==> src/rtl/counter_load_arb.sv <==
// Round-robin owner arbiter for a shared loadable counter: grant, one-cycle load, run until all-ones.
// All outputs registered; load_o one cycle after a request is seen in IDLE, done_o one cycle after count_i hits all-ones.
module counter_load_arb #(
  parameter int NUM_REQ = 4,
  parameter int WIDTH   = 4
) (
  input  logic                     clk,
  input  logic                     reset,
  input  logic [NUM_REQ-1:0]       req_i,
  input  logic [NUM_REQ*WIDTH-1:0] load_val_i,
  input  logic [WIDTH-1:0]         count_i,
  output logic                     load_o,
  output logic [WIDTH-1:0]         load_val_o,
  output logic [NUM_REQ-1:0]       gnt_o,
  output logic                     busy_o,
  output logic                     done_o
);
  localparam int PW = (NUM_REQ > 1) ? $clog2(NUM_REQ) : 1;

  typedef enum logic [1:0] {IDLE, LOAD, RUN} state_e;

  state_e               state_q, state_d;
  logic [PW-1:0]        ptr_q, ptr_d;
  logic                 load_q, load_d;
  logic [WIDTH-1:0]     val_q, val_d;
  logic [NUM_REQ-1:0]   gnt_q, gnt_d;
  logic                 busy_q, busy_d;
  logic                 done_q, done_d;

  logic                 win_vld;
  logic                 hi_vld;
  logic [PW-1:0]        hi_idx, lo_idx, win_idx;
  logic [WIDTH-1:0]     win_val;
  logic                 owner_req;
  logic                 cnt_full;

  // Lowest requester at or above ptr wins; otherwise wrap to the lowest requester overall.
  always_comb begin
    hi_vld  = 1'b0;
    hi_idx  = '0;
    lo_idx  = '0;
    win_val = '0;
    for (int i = NUM_REQ - 1; i >= 0; i--) begin
      if (req_i[i]) begin
        lo_idx = PW'(i);
        if (PW'(i) >= ptr_q) begin
          hi_vld = 1'b1;
          hi_idx = PW'(i);
        end
      end
    end
    win_idx = hi_vld ? hi_idx : lo_idx;
    for (int i = 0; i < NUM_REQ; i++) begin
      if (win_idx == PW'(i)) win_val = load_val_i[i*WIDTH +: WIDTH];
    end
  end

  assign win_vld   = |req_i;
  assign owner_req = |(req_i & gnt_q);
  assign cnt_full  = &count_i;

  always_ff @(posedge clk or negedge reset) begin
    if (!reset) begin
      state_q <= IDLE;
      ptr_q   <= '0;
      load_q  <= 1'b0;
      val_q   <= '0;
      gnt_q   <= '0;
      busy_q  <= 1'b0;
      done_q  <= 1'b0;
    end else begin
      state_q <= state_d;
      ptr_q   <= ptr_d;
      load_q  <= load_d;
      val_q   <= val_d;
      gnt_q   <= gnt_d;
      busy_q  <= busy_d;
      done_q  <= done_d;
    end
  end

  always_comb begin
    state_d = state_q;
    case (state_q)
      IDLE:    if (win_vld) state_d = LOAD;
      LOAD:    state_d = RUN;
      RUN:     if (!owner_req || cnt_full) state_d = IDLE;
      default: state_d = IDLE;
    endcase
  end

  // Abort (owner drops request) takes priority over completion.
  always_comb begin
    ptr_d  = ptr_q;
    load_d = 1'b0;
    val_d  = val_q;
    gnt_d  = gnt_q;
    busy_d = 1'b0;
    done_d = 1'b0;
    case (state_q)
      IDLE: begin
        gnt_d = '0;
        if (win_vld) begin
          gnt_d  = NUM_REQ'(1) << win_idx;
          val_d  = win_val;
          ptr_d  = (win_idx == PW'(NUM_REQ - 1)) ? '0 : win_idx + PW'(1);
          load_d = 1'b1;
          busy_d = 1'b1;
        end
      end
      LOAD: busy_d = 1'b1;
      RUN: begin
        if (!owner_req) begin
          gnt_d = '0;
        end else if (cnt_full) begin
          gnt_d  = '0;
          done_d = 1'b1;
        end else begin
          busy_d = 1'b1;
        end
      end
      default: gnt_d = '0;
    endcase
  end

  assign load_o     = load_q;
  assign load_val_o = val_q;
  assign gnt_o      = gnt_q;
  assign busy_o     = busy_q;
  assign done_o     = done_q;

endmodule

==> config.mk <==
export PLATFORM = sky130hd
export DESIGN_NAME = counter_load_arb
export DESIGN_NICKNAME = d
export VERILOG_FILES = /design/src/rtl/counter_load_arb.sv
export SDC_FILE = /design/constraint.sdc
export NUM_CORES = 1
export LEC_CHECK = 0
export ABC_AREA = 1
export BUFFER_PORTS_ARGS = -buffer_cell sky130_fd_sc_hd__buf_4
export CAP_MARGIN = 20
export CORE_MARGIN = 5
export CORE_UTILIZATION = 50
export CTS_CLUSTER_SIZE = 28
export DETAILED_ROUTE_END_ITERATION = 12
export GPL_ROUTABILITY_DRIVEN = 1
export GPL_TIMING_DRIVEN = 0
export PLACE_DENSITY = 0.9
export SYNTH_ARGS = -nofsm -noshare
export SYNTH_HDL_FRONTEND = slang
export SYNTH_SLANG_ARGS = --single-unit
==> constraint.sdc <==
create_clock -name clk -period 2.51 [get_ports clk]
set_input_delay 0.251 -clock clk [delete_from_list [all_inputs] [get_ports clk]]
set_output_delay 0.251 -clock clk [all_outputs]
set_load 0.01 [all_outputs]
After elaboration in Yosys (flattened, before gate mapping)
Cells that the tools add are included.
{ "word_totals": {"reg_bits": 15, "in_bits": 26, "out_inout_bits": 11, "elab_cells": 74} }
{ "op_classes": {"addsub": 1, "magnitude_cmp": 4, "n_eq_ne": 8, "shift": 1, "mux": 41, "bitwise_logic": 2, "reduce_logical": 10} }
{ "ops": {"columns": ["cell", "n"], "rows": [
  ["$mux 2", 16],
  ["$mux 4", 7],
  ["$mux 1", 15],
  ["$pmux 4 s3", 1],
  ["$reduce_or 4->1", 2],
  ["$eq 2x2->1 const B", 3],
  ["$pmux 2 s3", 1],
  ["$reduce_and 2->1", 3],
  ["$and 4x4->4", 1],
  ["$eq 2x1->1 const B", 2],
  ["$ge 1x2->1 const A", 2],
  ["$ge 2x2->1 const A", 2],
  ["$logic_not 2->1", 2],
  ["$ne 2x2->1 const B", 2],
  ["$reduce_and 4->1", 1],
  ["$shl 1x2->4 const A", 1],
  ["$ne 3x3->1 const B", 1],
  ["$pmux 1 s3", 1],
  ["$add 2x1->2 const B", 1],
  ["$logic_not 1->1", 1],
  ["$logic_or 1x1->1", 1],
  ["$not 1->1", 1]
]} }

Longest topological paths before layout
Gate-level depths: netlist of the first run.
{ "logic_depth": {"word_depth": 15, "depth_mapped": 14, "mapped_depth_nobuf": 14} }

Least setup slack after synthesis of the first run
Ideal clock, no wire load.
{ "synth_timing": {"kind": "reg2reg", "start": "reg ptr_q[1]", "end": "reg val_q[0], in the netlist load_val_o[0]", "setup_time_ps": 117, "t_arrival_ps": 1567, "required_ps": 2393, "setup_slack_ps": 826, "stages_incl_launch_ff": 12, "n_path_buf": 1, "synth_period_minus_slack_ps": 1684, "path_cell_list": "dfrtp_1 -> nand2_1 -> a21oi_1 -> inv_1 -> o21ai_1 -> inv_1 -> ha_1 -> clkbuf_1 -> a21oi_1 -> o21ai_0 -> nand2_1 -> nand2_1"} }
{ "synth_via": {"elab_chain_cells": 15, "elab_cells_between_ends": 29, "cone_classes": "order compare: 4; eq/ne: 3; mux: 21; reduce/logical: 1"} }
{ "synth_lines": {"columns": ["item", "line_no", "source"], "rows": [
  ["from (decl)", "23", "logic [PW-1:0] ptr_q, ptr_d;"],
  ["from (signal assigned)", "73", "ptr_q <= ptr_d;"],
  ["$ge 2x2->1", "46", "if (PW'(i) >= ptr_q) begin"],
  ["$mux 2 or $mux 1 (tied branches)", "46", null],
  ["$mux 2 or $mux 1 (tied branches)", "44", "if (req_i[i]) begin"],
  ["$mux 2 or $mux 1 (tied branches)", "46", null],
  ["$mux 2 or $mux 1 (tied branches)", "44", null],
  ["$mux 2 or $mux 1 (tied branches)", "46", null],
  ["$mux 2 or $mux 1 (tied branches)", "44", null],
  ["$mux 2 or $mux 1 (tied branches)", "46", null],
  ["$mux 2 or $mux 1 (tied branches)", "44", null],
  ["$mux 2 *", "52", "win_idx = hi_vld ? hi_idx : lo_idx;"],
  ["$logic_not 2->1", "54", "if (win_idx == PW'(i)) win_val = load_val_i[i*WIDTH +: WIDTH];"],
  ["$mux 4 (3 in a row)", "54", null],
  ["$mux 4 *", "54", null],
  ["to (signal assigned)", "75", "val_q <= val_d;"],
  ["to (decl)", "25", "logic [WIDTH-1:0] val_q, val_d;"]
]} }
Mark *: on every way between the ends. The rest lies on a longest branch, timed or not.
A chain may end at the register's enable or synchronous reset.

Worst setup path after layout of the first run
Same ends and word-level chain as after synthesis.

==> metrics.csv, run 1 <==
stage,metric,value,unit
clock_tree,cts.hold.buffers_added,1,
synth,synth_area,910,um2
power,internal_power,0.747,mW
timing,finalHoldViolCount,0,
worst_hold_path,min_to,load_val_o[1],
clock_tree,cts_root_buf,clkbuf_4,
grt,grt_pass1_vias,944,
power,pwr-share-seq,0.317,
clock_tree,cts_resized,0,
worst_hold_path,min_delay_path_depth,5,
power,switching_share,0.449,
timing,slew_violations,0,
power,clkPwrFrac,0.102,
floorplan,dieArea,0.00277,mm2
finish,antennaDiodeCount,0,
setup_path,r2r_setup_slack,0.54,ns
setup_path,worstPathMaxFanout,9,
finish,seq_area,375,um2
floorplan,die_y,52.7,um
power,ir_drop,537,uV
outcome,status,"complete, no violations",
clock_tree,numCtsBuffers,3,
clock_tree,clock_latency,0.29,ns
grt,grt_pass1_wl,3.80,mm
timing,max_slew_margin,0.711,
detailed_routing,dr.pass1.iters,4,
power,pwr_density_cell,1090,mW/mm2
detailed_routing,vias,945,
detailed_routing,drc,0,
clock_tree,cts_setup_buffers,0,
setup_path,r2r-start,ptr_q[1],
timing,max_freq,508,MHz
power,power.total,1.36,mW
grt,grt_max_degree,16,
finish,drive_gt1_frac,0.319,
timing,finalHoldWorstSlack,0.289,ns
power,leakage,0.697,nW
clock_tree,clkTransAtPathRegs,0.09,ns
grt,antenna_found_initial,0,
setup_path,cp.arrival,2.15,ns
setup_path,reg2reg_depth,11,
floorplan,core,0.00173,mm2
floorplan,row_count,15,
floorplan,die_w,52.7,um
finish,area_growth,37.1,%
timing,fin_crit,1.97,ns
placed_design,port_buffers,36,
finish,multiInputGateArea,463,um2
worst_hold_path,hold_class,in -> reg,
timing,finalSetupViolCount,0,
synth,synth.distinct_cells,20,
detailed_routing,drt_iter0_drc,22,
clock_tree,clock_sinks,15,
power,p_sw,0.610,mW
synth,avgSynthCellArea,7.28,um2
finish,fin_nets,197,
setup_path,cp-start-kind,register,
floorplan,start_util,0.527,
placed_design,place_congestion,0.787,
timing,finalSetupTns,0,ns
timing,tightest_slew,0.433,ns
synth,synthCells,125,
detailed_routing,routedWlPerCell,12.7,um
setup_path,critical_path_class,reg -> reg,
grt,grt_usage,0.194,
setup_path,crit_required,2.69,ns
timing,finClkSkew,0.00323,ns
clock_tree,cts_tree,yes,
setup_path,reg2reg_to,load_val_o[0],
detailed_routing,drtAntennaViolNets,0,
synth,ys_ff_latch,15,
setup_path,critPathCaptureType,register,
finish,n_fill_cell,149,
detailed_routing,viasPerCell,4.95,
power,p_comb_frac,0.581,
placed_design,dpl.hpwl,1.97,mm
synth,ys_seq_area_frac,0.413,
detailed_routing,wl,2.42,mm
grt,gr-total-overflow,0,
synth,synth_nets,155,
clock_tree,clockBufferDepth,2,
floorplan,ioPinCount,37,
timing,finalCritPeriodShare,0.785,
worst_hold_path,min-delay-start,load_val_i[13],
synth,ys.warnings.count,0,
job,cap_violations,0,
clock_tree,htree_levels,1,
timing,rsz0062_at_grt,no,
## flip-flops by register name, summed over array words and instances, names as in the netlist
signal	cells
load_val_o	4
ptr_q	2
state_q	2
gnt_o	4
busy_o	1
load_o	1
done_o	1
## final cells by class
type	count	area share
Timing Repair Buffer	37	0.225
Inverter	14	0.0421
Multi-Input combinational cell	93	0.371
Tap cell	25	0.0251
Sequential cell	15	0.301
Buffer	3	0.0150
Clock buffer	4	0.0211
## layer usage
metal / wire length [um] / up-vias / global-route usage / part of all wire
met4: 32 / 0 / 0.119 / 0.013
met5: 0 / - / 0 / 0
met2: 1380 / 35 / 0.399 / 0.57
li1: - / 474 / - / -
met3: 115 / 3 / 0.0256 / 0.047
met1: 892 / 433 / 0.170 / 0.37
## worst max path at each step
stage                        start            end  depth (start not counted)
after global placement    ptr_q[1]  load_val_o[0]                         11
after CTS                 ptr_q[1]  load_val_o[1]                         11
after global routing      ptr_q[1]  load_val_o[3]                         11
final                     ptr_q[1]  load_val_o[0]                         11
after detailed placement  ptr_q[1]  load_val_o[0]                         11
after floorplan           ptr_q[1]  load_val_o[0]                         11
## worst max-delay path, stage by stage, from the launching register on
cell and delay (ns):
dfrtp_1 0.40, nand2_1 0.09, a21oi_1 0.17, inv_1 0.06, o21ai_1 0.23, inv_1 0.10, ha_1 0.18, clkbuf_1 0.22
a21oi_1 0.16, o21ai_0 0.11, nand2_1 0.10, nand2_1 0.05
## cells by family (layout without fill, tap and decap cells)
logic type | after synthesis | count (layout) | share of synthesized area
buffers and inverters | 17 | 58 | 0.0784
DFF | 15 | 15 | 0.413
AOI/OAI and AO/OA | 20 | 20 | 0.118
and+or+nand+nor | 69 | 69 | 0.336
adders and majority gates | 4 | 4 | 0.0550
## cells in the final DEF (no fill, tap or decap)
master and count:
o21ai_1 2, buf_6 1, nand3_2 1, nand4_2 1, nand3_1 2, nor2_1 6, inv_2 3, nand2_1 51
clkbuf_1 3, nor3_1 1, o21ai_0 7, a21oi_1 9, clkbuf_4 3, nand2_2 2, buf_4 36, dfrtp_1 15
ha_1 4, a21oi_2 2, inv_1 11, or2_1 1, dlygate4sd3_1 1, nand2_4 2, nor2_2 2
## through the flow
step	std cells	worst slack (ns)	area, um2	util
after floorplan	125	0.826	910	-
after global placement	186	0.616	1210	0.701
after detailed placement	186	0.560	1210	0.701
after CTS	191	0.539	1250	0.722
after global routing	191	0.299	1250	0.722
final	191	0.540	1250	0.722
## power groups by stage
stage | Combinational [mW] | Sequential, mW | Clock [mW]
6_report | 0.788 | 0.430 | 0.139
5_1_grt | 0.888 | 0.441 | 0.154
4_1_cts | 0.798 | 0.427 | 0.145
3_5_place_dp | 0.792 | 0.431 | 0
3_3_place_gp | 0.752 | 0.424 | 0
2_1_floorplan | 0.475 | 0.457 | 0
## Yosys cell counts
master	instances	area, um2
nand2_2	2	12.5
a21oi_2	2	17.5
ha_1	4	50.1
clkbuf_1	2	7.51
nand2_1	51	191
inv_2	3	11.3
inv_1	11	41.3
nand3_2	1	10.0
nand4_2	1	12.5
dfrtp_1	15	375
nor2_1	6	22.5
nand3_1	2	10.0
buf_6	1	11.3
nand2_4	2	22.5
nor3_1	1	5.00
nor2_2	2	12.5
o21ai_1	2	10.0
a21oi_1	9	45.0
o21ai_0	7	35.0
or2_1	1	6.26
(Power assumes the default switching activity.)
==> run 2, diff against run 1 <==
--- a/config.mk
+++ b/config.mk
@@ -9,12 +9,12 @@
 export BUFFER_PORTS_ARGS = -buffer_cell sky130_fd_sc_hd__buf_4
 export CAP_MARGIN = 20
 export CORE_MARGIN = 5
-export CORE_UTILIZATION = 50
+export CORE_UTILIZATION = 47
 export CTS_CLUSTER_SIZE = 28
 export DETAILED_ROUTE_END_ITERATION = 12
 export GPL_ROUTABILITY_DRIVEN = 1
 export GPL_TIMING_DRIVEN = 0
-export PLACE_DENSITY = 0.9
+export PLACE_DENSITY = 0.86
 export SYNTH_ARGS = -nofsm -noshare
 export SYNTH_HDL_FRONTEND = slang
 export SYNTH_SLANG_ARGS = --single-unit
==> constraint.sdc (replaced) <==
create_clock -name clk -period 1.9 [get_ports clk]
set_input_delay 0.19 -clock clk [delete_from_list [all_inputs] [get_ports clk]]
set_output_delay 0.19 -clock clk [all_outputs]
set_load 0.01 [all_outputs]
==> run 2 against run 1 <==
Against the previous run: global-route usage fell by 0.37 points; routed wire length rose by 1.9%; register-to-register slack got worse by 0.45 ns; count of clock-buffer cells in the layout fell by 1; fmax rose by 9.1%; critical path type unchanged; core utilization rose by 0.45 points; combinational power rose by 60%; sequential share of layout area fell by 2.9 points; largest power group unchanged; worst setup slack got worse by 0.45 ns.
==> metrics.csv, run 2 (same netlist as run 1, synthesis figures left out) <==
stage,metric,value,unit,change
placed_design,port_buffers,36,,unchanged
detailed_routing,drtAntennaViolNets,0,,unchanged
timing,finalHoldViolCount,0,,unchanged
setup_path,cp-start-kind,register,,
timing,finClkSkew,0.00601,ns,+0.00278 ns
power,pwr_density_cell,1470,mW/mm2,+35%
setup_path,reg2reg_depth,10,,-1
setup_path,max_stage_delay,0.44,ns,+0.04 ns
setup_path,critical_path_class,reg -> reg,,
setup_path,crit_required,2.10,ns,-0.59 ns
detailed_routing,routedWlPerCell,12.6,um,-0.70%
grt,grt_usage,0.191,,-0.00374
finish,area_growth,52.0,%,
clock_tree,clock_latency,0.30,ns,about the same
worst_hold_path,min_to,load_val_o[2],,
detailed_routing,wl,2.47,mm,+1.9%
setup_path,r2r_setup_slack,0.09,ns,-0.45 ns
detailed_routing,drc,0,,unchanged
finish,instances_no_fill,196,,+2.6%
worst_hold_path,min_delay_path_depth,5,,unchanged
setup_path,worstPathMaxFanout,9,,unchanged
power,internal_power,1.12,mW,+50%
grt,grt_pass1_wl,3.95,mm,+4.2%
finish,final_cell_mix,"nand2_1 (49), buf_4 (41), dfrtp_1 (15)",,
setup_path,r2r-start,ptr_q[1],,
grt,antenna_found_initial,0,,unchanged
power,p_sw,0.911,mW,+49%
floorplan,core,0.00190,mm2,+10%
placed_design,place_congestion,0.786,,about the same
power,power.total,2.03,mW,+50%
setup_path,slowest_stage,dfrtp_1,,
outcome,status,"complete, no violations",,
floorplan,die_y,54.0,um,+2.5%
finish,fin_nets,200,,+1.5%
timing,finalCritPeriodShare,0.950,,+0.166
finish,drive_gt1_frac,0.444,,+0.125
timing,finalSetupViolCount,0,,unchanged
timing,fin_crit,1.81,ns,-0.164 ns
clock_tree,clkTransAtPathRegs,0.10,ns,about the same
job,cap_violations,0,,unchanged
clock_tree,numCtsBuffers,3,,unchanged
timing,tightest_slew,0.377,ns,-0.0560 ns
placed_design,dp_slack,-0.0653,ns,-0.625 ns
timing,rsz0062_at_grt,yes,,
clock_tree,cts_root_buf,clkbuf_4,,
floorplan,row_count,16,,+1
timing,max_slew_margin,0.747,,+0.0354
detailed_routing,dr.pass1.iters,4,,unchanged
finish,antennaDiodeCount,0,,unchanged
clock_tree,clock_sinks,15,,unchanged
power,pwr-share-seq,0.281,,-0.036
timing,max_freq,554,MHz,+9.1%
clock_tree,clockBufferDepth,2,,unchanged
floorplan,start_util,0.478,,-0.0485
placed_design,dp.cells,188,,+1.1%
setup_path,cp.arrival,2.01,ns,-0.14 ns
timing,fin_ws,0.0941,ns,-0.446 ns
floorplan,dieArea,0.00291,mm2,+5.2%
detailed_routing,vias,963,,+1.9%
grt,grt_max_degree,16,,unchanged
grt,gr-total-overflow,0,,unchanged
clock_tree,htree_levels,1,,unchanged
floorplan,die_w,54.0,um,+2.5%
power,switching_share,0.449,,-0.000869
floorplan,ioPinCount,37,,unchanged
setup_path,critPathCaptureType,register,,
worst_hold_path,min-delay-start,load_val_i[14],,
worst_hold_path,hold_class,in -> reg,,
finish,layout_commonest_cell,nand2_1,,
power,ir_drop,759,uV,+41%
clock_tree,cts_tree,yes,,
detailed_routing,drt_iter0_drc,8,,-64%
setup_path,path_cells,nand2_2 > a21oi_4 > inv_2 > o21ai_4 > inv_2 > ha_4 > a21oi_2 > o21ai_1 > nand2_1 > nand2_1,,
power,clkPwrFrac,0.096,,-0.006
detailed_routing,viasPerCell,4.91,,-0.69%
timing,slew_violations,0,,unchanged
placed_design,dpl.hpwl,1.78,mm,-9.7%
grt,grt_pass1_vias,974,,+3.2%
setup_path,reg2reg_to,load_val_o[0],,
power,leakage,0.728,nW,+4.5%
power,p_comb_frac,0.623,,+0.042
-- run 2: cell count changes in the layout (fill, tap and decap cells not counted), sizes merged --
cell / change
buf: +5
clkbuf: -3
clkinv: +1
-- run 2: layer usage --
layer | global-route usage | routed length, um | up-vias
met5 | 0 | 0 | -
met4 | 0.120 | 89 | 0
met3 | 0.0360 | 124 | 9
met2 | 0.351 | 1280 | 34
met1 | 0.195 | 976 | 444
li1 | - | - | 476
-- run 2: critical path: cells and delay by family (launching register included) --
kind                     cells  cell delay, ns
AO/OA/AOI/OAI                4            0.64
adder cells (fa/ha/maj)      1            0.21
buffers and inverters        2            0.18
flip-flops                   1            0.44
AND/OR/NAND/NOR              3            0.25
-- run 2: worst max-delay path by stage --
stage                   from            end  slack [ns]  depth (start not counted)
global placement    ptr_q[1]  load_val_o[0]        0.04                         11
CTS                 ptr_q[1]  load_val_o[0]        0.03                         11
finish              ptr_q[1]  load_val_o[0]        0.09                         10
floorplan           ptr_q[1]  load_val_o[0]        0.22                         11
global route        ptr_q[1]  load_val_o[1]       -0.05                         10
detailed placement  ptr_q[1]  load_val_o[0]       -0.07                         11
-- run 2: what timing repair did --
| item | in CTS | in global routing |
|---|---|---|
| gates cloned | 0 | 0 |
| buffers inserted | 0 | 5 |
| hold endpoints to repair | 15 | 0 |
| gates resized for setup | 4 | 21 |
| pin swaps | 0 | 9 |
| hold buffers | 1 | 0 |
| endpoints found under the setup margin | 4 | 4 |
-- run 2: final cells by class --
type,count,area [um2]
plain buffers,1,11.3
clock buffers,3,22.5
clock inverters,1,5.00
fillers,148,519
inverters,14,52.6
multi-input cells,93,564
flip-flops and latches,15,375
well taps,27,33.8
repair buffers,42,318
-- run 2: power by group through the flow --
stage                     sequential (mW)  clock [mW]  combinational [mW]
after floorplan                     0.604           0               0.627
after global placement              0.567           0               0.979
after detailed placement            0.573           0                1.02
after CTS                           0.567       0.200                1.05
after global routing                0.594       0.212                1.42
final                               0.572       0.195                1.26
-- run 2: metrics by stage --
stage / util / setup TNS [ns] / area [um2] / hold WS [ns]
finish: 0.727 / 0 / 1380 / 0.206
global route: 0.727 / -0.170 / 1380 / 0.214
CTS: 0.659 / 0 / 1250 / 0.208
detailed placement: 0.638 / -0.135 / 1210 / 0.0569
global placement: 0.638 / 0 / 1210 / 0.0512
floorplan: - / 0 / 910 / -0.106
